===== config.mk =====
export PLATFORM = sky130hd
export DESIGN_NAME = pipe_hazard_ctrl
export DESIGN_NICKNAME = d
export VERILOG_FILES = /design/src/rtl/pipe_hazard_ctrl.sv
export SDC_FILE = /design/constraint.sdc
export NUM_CORES = 1
export LEC_CHECK = 0
export ABC_AREA = 1
export ABC_CLOCK_PERIOD_IN_PS = 1800
export CORE_MARGIN = 3
export CORE_UTILIZATION = 45
export CTS_CLUSTER_DIAMETER = 150
export DETAILED_ROUTE_END_ITERATION = 10
export GPL_ROUTABILITY_DRIVEN = 0
export PLACE_DENSITY = 0.75
export SYNTH_ARGS = -nofsm -noshare
export SYNTH_HDL_FRONTEND = slang
export SYNTH_SLANG_ARGS = --single-unit

===== constraint.sdc =====
create_clock -name clk -period 1.8 [get_ports clk]
set_input_delay 0.36 -clock clk [delete_from_list [all_inputs] [get_ports clk]]
set_output_delay 0.36 -clock clk [all_outputs]
set_load 0.005 [all_outputs]

===== src/rtl/pipe_hazard_ctrl.sv =====
// Hazard and forwarding controller for the 5-stage pipeline: shadows in-flight
// register writes in EX..WB and derives forwarding selects, stalls, flushes and EX holds.
module pipe_hazard_ctrl #(
  parameter  int ADDR_W = 5,
  parameter  int DEPTH  = 3,
  parameter  int MD_LAT = 4,
  localparam int FSEL_W = $clog2(DEPTH + 1)
) (
  input  logic              clk,
  input  logic              rst,
  input  logic              id_valid,
  input  logic              id_wr_en,
  input  logic [ADDR_W-1:0] id_wr_addr,
  input  logic              id_is_load,
  input  logic              id_is_md,
  input  logic [1:0]        id_rs_en,
  input  logic [ADDR_W-1:0] id_rs_addr_a,
  input  logic [ADDR_W-1:0] id_rs_addr_b,
  input  logic              ex_branch_taken,
  output logic [FSEL_W-1:0] fwd_sel_a,
  output logic [FSEL_W-1:0] fwd_sel_b,
  output logic              pc_en,
  output logic              if_id_en,
  output logic              if_id_flush,
  output logic              id_ex_bubble,
  output logic              ex_hold,
  output logic              md_busy
);
  localparam int CNT_W = $clog2(MD_LAT + 1);

  typedef struct packed {
    logic              valid;
    logic              wr_en;
    logic [ADDR_W-1:0] addr;
    logic              is_load;
    logic              is_md;
  } rec_t;

  rec_t              s_q [1:DEPTH];
  rec_t              s_d [1:DEPTH];
  logic [CNT_W-1:0]  cnt_q, cnt_d;
  logic [FSEL_W-1:0] sel_a, sel_b;
  logic              hold, s1_unready, load_use;

  // Scan oldest to youngest so the youngest matching producer ends up selected.
  always_comb begin
    sel_a = '0;
    sel_b = '0;
    for (int k = DEPTH; k >= 1; k--) begin
      if (id_rs_en[0] && (id_rs_addr_a != '0) && s_q[k].valid && s_q[k].wr_en &&
          (s_q[k].addr == id_rs_addr_a))
        sel_a = FSEL_W'(k);
      if (id_rs_en[1] && (id_rs_addr_b != '0) && s_q[k].valid && s_q[k].wr_en &&
          (s_q[k].addr == id_rs_addr_b))
        sel_b = FSEL_W'(k);
    end
  end

  assign hold       = (cnt_q != '0);
  assign s1_unready = s_q[1].is_load | (s_q[1].is_md & hold);
  assign load_use   = id_valid & s1_unready &
                      ((sel_a == FSEL_W'(1)) | (sel_b == FSEL_W'(1)));

  always_comb begin
    pc_en        = 1'b1;
    if_id_en     = 1'b1;
    if_id_flush  = 1'b0;
    id_ex_bubble = 1'b0;
    ex_hold      = 1'b0;
    md_busy      = 1'b0;
    fwd_sel_a    = '0;
    fwd_sel_b    = '0;
    if (!rst) begin
      ex_hold   = hold;
      md_busy   = hold;
      fwd_sel_a = sel_a;
      fwd_sel_b = sel_b;
      if (hold) begin
        pc_en    = 1'b0;
        if_id_en = 1'b0;
      end else if (ex_branch_taken) begin
        if_id_flush  = 1'b1;
        id_ex_bubble = 1'b1;
      end else if (load_use) begin
        pc_en        = 1'b0;
        if_id_en     = 1'b0;
        id_ex_bubble = 1'b1;
      end
    end
  end

  // While EX is held the op stays in stage 1 and NOPs drain into MEM behind it.
  always_comb begin
    s_d   = s_q;
    cnt_d = cnt_q;
    if (hold) begin
      for (int k = DEPTH; k >= 3; k--) s_d[k] = s_q[k-1];
      s_d[2].valid = 1'b0;
      cnt_d        = cnt_q - 1'b1;
    end else begin
      for (int k = DEPTH; k >= 2; k--) s_d[k] = s_q[k-1];
      s_d[1].valid   = id_valid & ~id_ex_bubble;
      s_d[1].wr_en   = id_wr_en;
      s_d[1].addr    = id_wr_addr;
      s_d[1].is_load = id_is_load;
      s_d[1].is_md   = id_is_md;
      if ((MD_LAT > 1) && s_d[1].valid && id_is_md) cnt_d = CNT_W'(MD_LAT - 1);
    end
  end

  always_ff @(posedge clk) begin
    if (rst) begin
      for (int k = 1; k <= DEPTH; k++) s_q[k].valid <= 1'b0;
      cnt_q <= '0;
    end else begin
      s_q   <= s_d;
      cnt_q <= cnt_d;
    end
  end
endmodule


# Word-level counts from Yosys, hierarchy flattened
# Index checks and enable logic that the tools add are counted.
# Widths: inputs -> output; s select.
[word_totals] ff_bits=26 output_inout_bits=10 elab_cells=79 input_bits=24
[op_classes] n_bitwise=9 n_addsub=1 n_mux=22 n_reduce_logical=27 n_eq_ne=8
[ops] op="$eq 5x5->1" n=6
[ops] op="$logic_and 1x1->1" n=21
[ops] op="$mux 2" n=8
[ops] op="$mux 1" n=12
[ops] op="$reduce_bool 5->1" n=2
[ops] op="$mux 3" n=2
[ops] op="$and 1x1->1" n=4
[ops] op="$eq 2x1->1 const B" n=2
[ops] op="$not 1->1" n=3
[ops] op="$reduce_bool 3->1" n=1
[ops] op="$sub 3x1->3 const B" n=1
[ops] op="$or 1x1->1" n=2
[ops] op="$reduce_and 2->1" n=1
[ops] op="$reduce_bool 2->1" n=1
[ops] op="$reduce_or 2->1" n=1

# Depth between registers and ports, before layout
[logic_depth] ltp_word=20 mapped_depth=13 mapped_depth_nobuf=13

# Worst setup path before layout
# Ideal clock, no wire load.
[synth_timing] kind="flip-flop to output port" from="reg cnt_q[0]" to="out pc_en" n_path_buf=1 required_ps=1440 path_stages_with_launch=12 arrival_time_ps=1486 setup_slack_ps=-46 path_cell_list="dfxtp_1 inv_1 ha_1 inv_1 nor2_4 inv_1 a21oi_1 nor2_1 nand2_1 o31ai_1 inv_1 buf_4"
[synth_via] elab_chain_cells=9
[synth_rtl] element="from (decl)" line_no="41" rtl="logic [CNT_W-1:0] cnt_q, cnt_d;"
[synth_rtl] element="from (signal assigned)" line_no="117" rtl="cnt_q <= cnt_d;"
[synth_rtl] element="$reduce_bool 3->1 (*)" line_no="59" rtl="assign hold = (cnt_q != '0);"
[synth_rtl] element="$and 1x1->1" line_no="60" rtl="assign s1_unready = s_q[1].is_load | (s_q[1].is_md & hold);"
[synth_rtl] element="$or 1x1->1" line_no="60"
[synth_rtl] element="$and 1x1->1 (2 in series)" line_no="61" rtl="assign load_use = id_valid & s1_unready &"
[synth_rtl] element="$mux 1 (2 in series)"
[synth_rtl] element="$mux 1 (*) (2 in series)"
[synth_rtl] element="to (decl)" line_no="22" rtl="output logic pc_en,"
# Mark *: on every way between the ends. The rest lies on a longest branch, timed or not.

# Final worst setup path
[layout_timing] from="reg s_q[22] in the netlist's numbering" to="out pc_en"
[layout_via] elab_chain_cells=10 word_cells_on_any_way=14 cone_classes="4 x eq/ne; 6 x mux; 2 x bitwise; 2 x reduce/logical"
[layout_rtl] element="from (decl)" line_no="39" rtl="rec_t s_q [1:DEPTH];"
[layout_rtl] element="from (signal assigned)" line_no="116" rtl="s_q <= s_d;"
[layout_rtl] element="$eq 5x5->1 (on tied branches)" line_no="51, 54"
[layout_rtl] element="$logic_and 1x1->1 (on tied branches)" line_no="50, 53"
[layout_rtl] element="$mux 2 (on tied branches)" line_no="50, 53"
[layout_rtl] element="$eq 2x1->1" line_no="62" rtl="((sel_a == FSEL_W'(1)) | (sel_b == FSEL_W'(1)));"
[layout_rtl] element="$or 1x1->1 (*)" line_no="62"
[layout_rtl] element="$and 1x1->1 (*)" line_no="61"
[layout_rtl] element="$mux 1 (*)" line_no="84" rtl="end else if (load_use) begin"
[layout_rtl] element="$mux 1 (*)" line_no="81" rtl="end else if (ex_branch_taken) begin"
[layout_rtl] element="$mux 1 (*)" line_no="78" rtl="if (hold) begin"
[layout_rtl] element="$mux 1 (*)" line_no="73" rtl="if (!rst) begin"
# Marked as above.

==> metrics <==
outcome=finished with violations; failing checks=setup timing; Synth top area share=38.55%; 1st-iter DRT viols=90; P_int=1.612 mW; first-pass GRT wire length=7169 um; CTS buffer count=3; Die H=64.84 um; Synth Warn #=0; CORE AREA=0.003178 sq mm; final period utilization=126.4%; number of synthesized flops with an enable pin=20; final hold violations=0; final slew viol count=0; total gr overflow=0; CTS H-tree lvls=1; Cells after Synth=186; vias=1586; CTS Sinks=26; Die W=64.84 um; pin count of the biggest net entering global routing=15; post-route ant nets=0; Hold/Removal Path Class=reg -> reg; initial antenna violation count=0; Area contributors post-synth=edfxtp_1 39%, nand2_1 8.9%, dfxtp_1 7.7%; Layout area overhead=61.12%; DRT Pass-1 Iters=4; max_cap viols=0; Crit. End Element=output pin; Synth Cell Area=0.001558 sq mm; area of the multi-input gates=845.8 sq um; Worst Max-Slew Pin Slew=0.4022 ns; drt wl/cell=15.16 um; Final #Nets=302; Yosys top cell by area=edfxtp_1; ant diodes=0; total power=2.522 mW; most common cell in the netlist=nand2_1; die area=0.004204 sq mm; crit path max fanout=4; final setup violating endpoints=10; fin worst setup slack=-0.4752 ns; wl on met1=1913 um; sequential share of power=36.6%; Comb pwr share=53.0%; vias in the first global route=1501; register area share after synthesis=46.27%; Clock Root Buffer=clkbuf_4; TNS Setup=-3.138 ns; worst path arrival time=1.92 ns; Filler cells=215; Main synth FF type=edfxtp_1; Seq cells post-synth=26; Reg clk slew, reported paths=0.15 ns; HPWL after detailed placement=3115 um; clk buf depth=2; all-layer global routing usage=22.54%; DR top layer=met4; final hold slack=0.4367 ns; Unique masters post-synth=27; Sw Share=36.09%; Fmax=0.4395 GHz; Skew-Pair Late Insertion Delay=0.33 ns; drt total wl=4837 um; layout cells sized above 1=43.64%; relative max-transition margin=73.10%; Required @ worst endpoint=1.44 ns; PwrDens=1005 mW/mm^2; worst slack, placed=-0.9045 ns; CP Class=reg -> out; met2 wire length=2515 um; row count=20; RSZ-0062 raised after global routing=true; leak pwr=1.119 nW; syn avg cell area=8.375 sq um; Setup Skew=0.009630 ns; top cells by count, synth=37 x nand2_1, 32 x inv_1, 22 x nor2_1; CP Launch Type=register; WL met3=344 um; Via density=4.972; ys async rst share=0%; CTS tree=built; io pins=34; PortBufs=33; post-layout min period=2.275 ns; sequential cell area=723.2 sq um; clock power share=10.5%; DRC viols=0; Syn Nets=212; net load switching power=0.9103 mW; Initial Utilization=49.02%; Worst IR Drop VDD=497.7 uV
## kinds of logic (layout without fill, tap and decap cells)
family	count (synthesis)	count (layout)	synth area share, %
xor+xnor	16	16	8.996
flops	26	26	46.27
compound gates	14	14	5.141
buf+inv	37	126	9.639
simple gates	91	91	28.35
fa+ha+maj	2	2	1.606
## what timing repair did
action | CTS | global route
resized for setup | 85 | 23
hold buffers | 0 | 0
pin swaps | 28 | 23
buffers inserted | 23 | 7
endpoints found under the setup margin | 10 | 25
## flip-flops by register name, summed over array words and instances (netlist names)
register	count
s_q	16
s_d	7
cnt_q	3
## final timing paths
path | startpoint | endpoint | slack (ns) | cells after the start
setup reg to reg | s_q[21] | cnt_q[1] | -0.07 | 16
hold / removal | s_d[8] | s_q[8] | 0.44 | 2
setup / recovery | s_q[22] | pc_en | -0.48 | 8
hold reg to reg | s_d[8] | s_q[8] | 0.44 | 2
## stage by stage
step | area (sq um) | util (%) | std cells
6_report | 2510 | 78.98 | 319
5_1_grt | 2510 | 78.98 | 319
4_1_cts | 2407 | 75.75 | 317
3_5_place_dp | 2153 | 67.76 | 291
3_3_place_gp | 2153 | 67.76 | 291
2_1_floorplan | 1558 | - | 186
## power by group through the flow
stage	sequential, mW	combinational [mW]	clock, mW
detailed placement	0.926	0.927	0
finish	0.922	1.34	0.264
floorplan	0.903	0.477	0
CTS	0.914	1.21	0.272
global placement	0.919	0.902	0
global route	0.934	1.44	0.288
## critical path, cell delays in order, from the launching register on
cell	delay (ns)
edfxtp_1	0.50
xor2_1	0.19
nor2_1	0.17
nand3_2	0.11
nand2_2	0.11
nand2_4	0.07
o31ai_4	0.21
inv_1	0.09
buf_2	0.14
## layer usage
| metal | global-route usage (%) | vias up |
|---|---|---|
| met5 | 0 | - |
| met4 | 7.388 | 0 |
| met3 | 3.986 | 8 |
| met2 | 37.29 | 77 |
| met1 | 29.70 | 723 |
| li1 | - | 778 |
## area by class of cell
class                      count  share of cell area [%]
timing repair buffer          88                   29.06
tap                           44                   2.193
sequential                    26                   28.81
multi-input combinational    123                   33.70
clock buffer                   3                  0.8973
clock inverter                 1                  0.1496
inverter                      34                   5.184
## cell usage in the layout (no fill, tap or decap), types with 2 or more instances in the layout
| cell | synthesis | layout |
|---|---|---|
| buf_4 | 3 | 48 |
| nand2_1 | 37 | 30 |
| inv_1 | 32 | 22 |
| edfxtp_1 | 20 | 20 |
| nor2_1 | 22 | 18 |
| clkdlybuf4s50_1 | 0 | 13 |
| inv_2 | 2 | 11 |
| dlygate4sd2_1 | 0 | 10 |
| xor2_1 | 9 | 9 |
| buf_6 | 0 | 9 |
| nand3_1 | 12 | 8 |
| nand2_2 | 1 | 7 |
| buf_2 | 0 | 7 |
| xnor2_1 | 7 | 6 |
| nand3_2 | 3 | 6 |
| a21oi_2 | 1 | 5 |
| nor2_4 | 3 | 5 |
| a21oi_1 | 8 | 4 |
| dfxtp_1 | 6 | 4 |
| nor2_2 | 1 | 3 |
| nand4_1 | 3 | 3 |
| clkbuf_4 | 0 | 3 |
| nor4_2 | 0 | 2 |
| or2_2 | 2 | 2 |
| dfxtp_2 | 0 | 2 |
No activity file was read; power rests on OpenSTA's default activity.
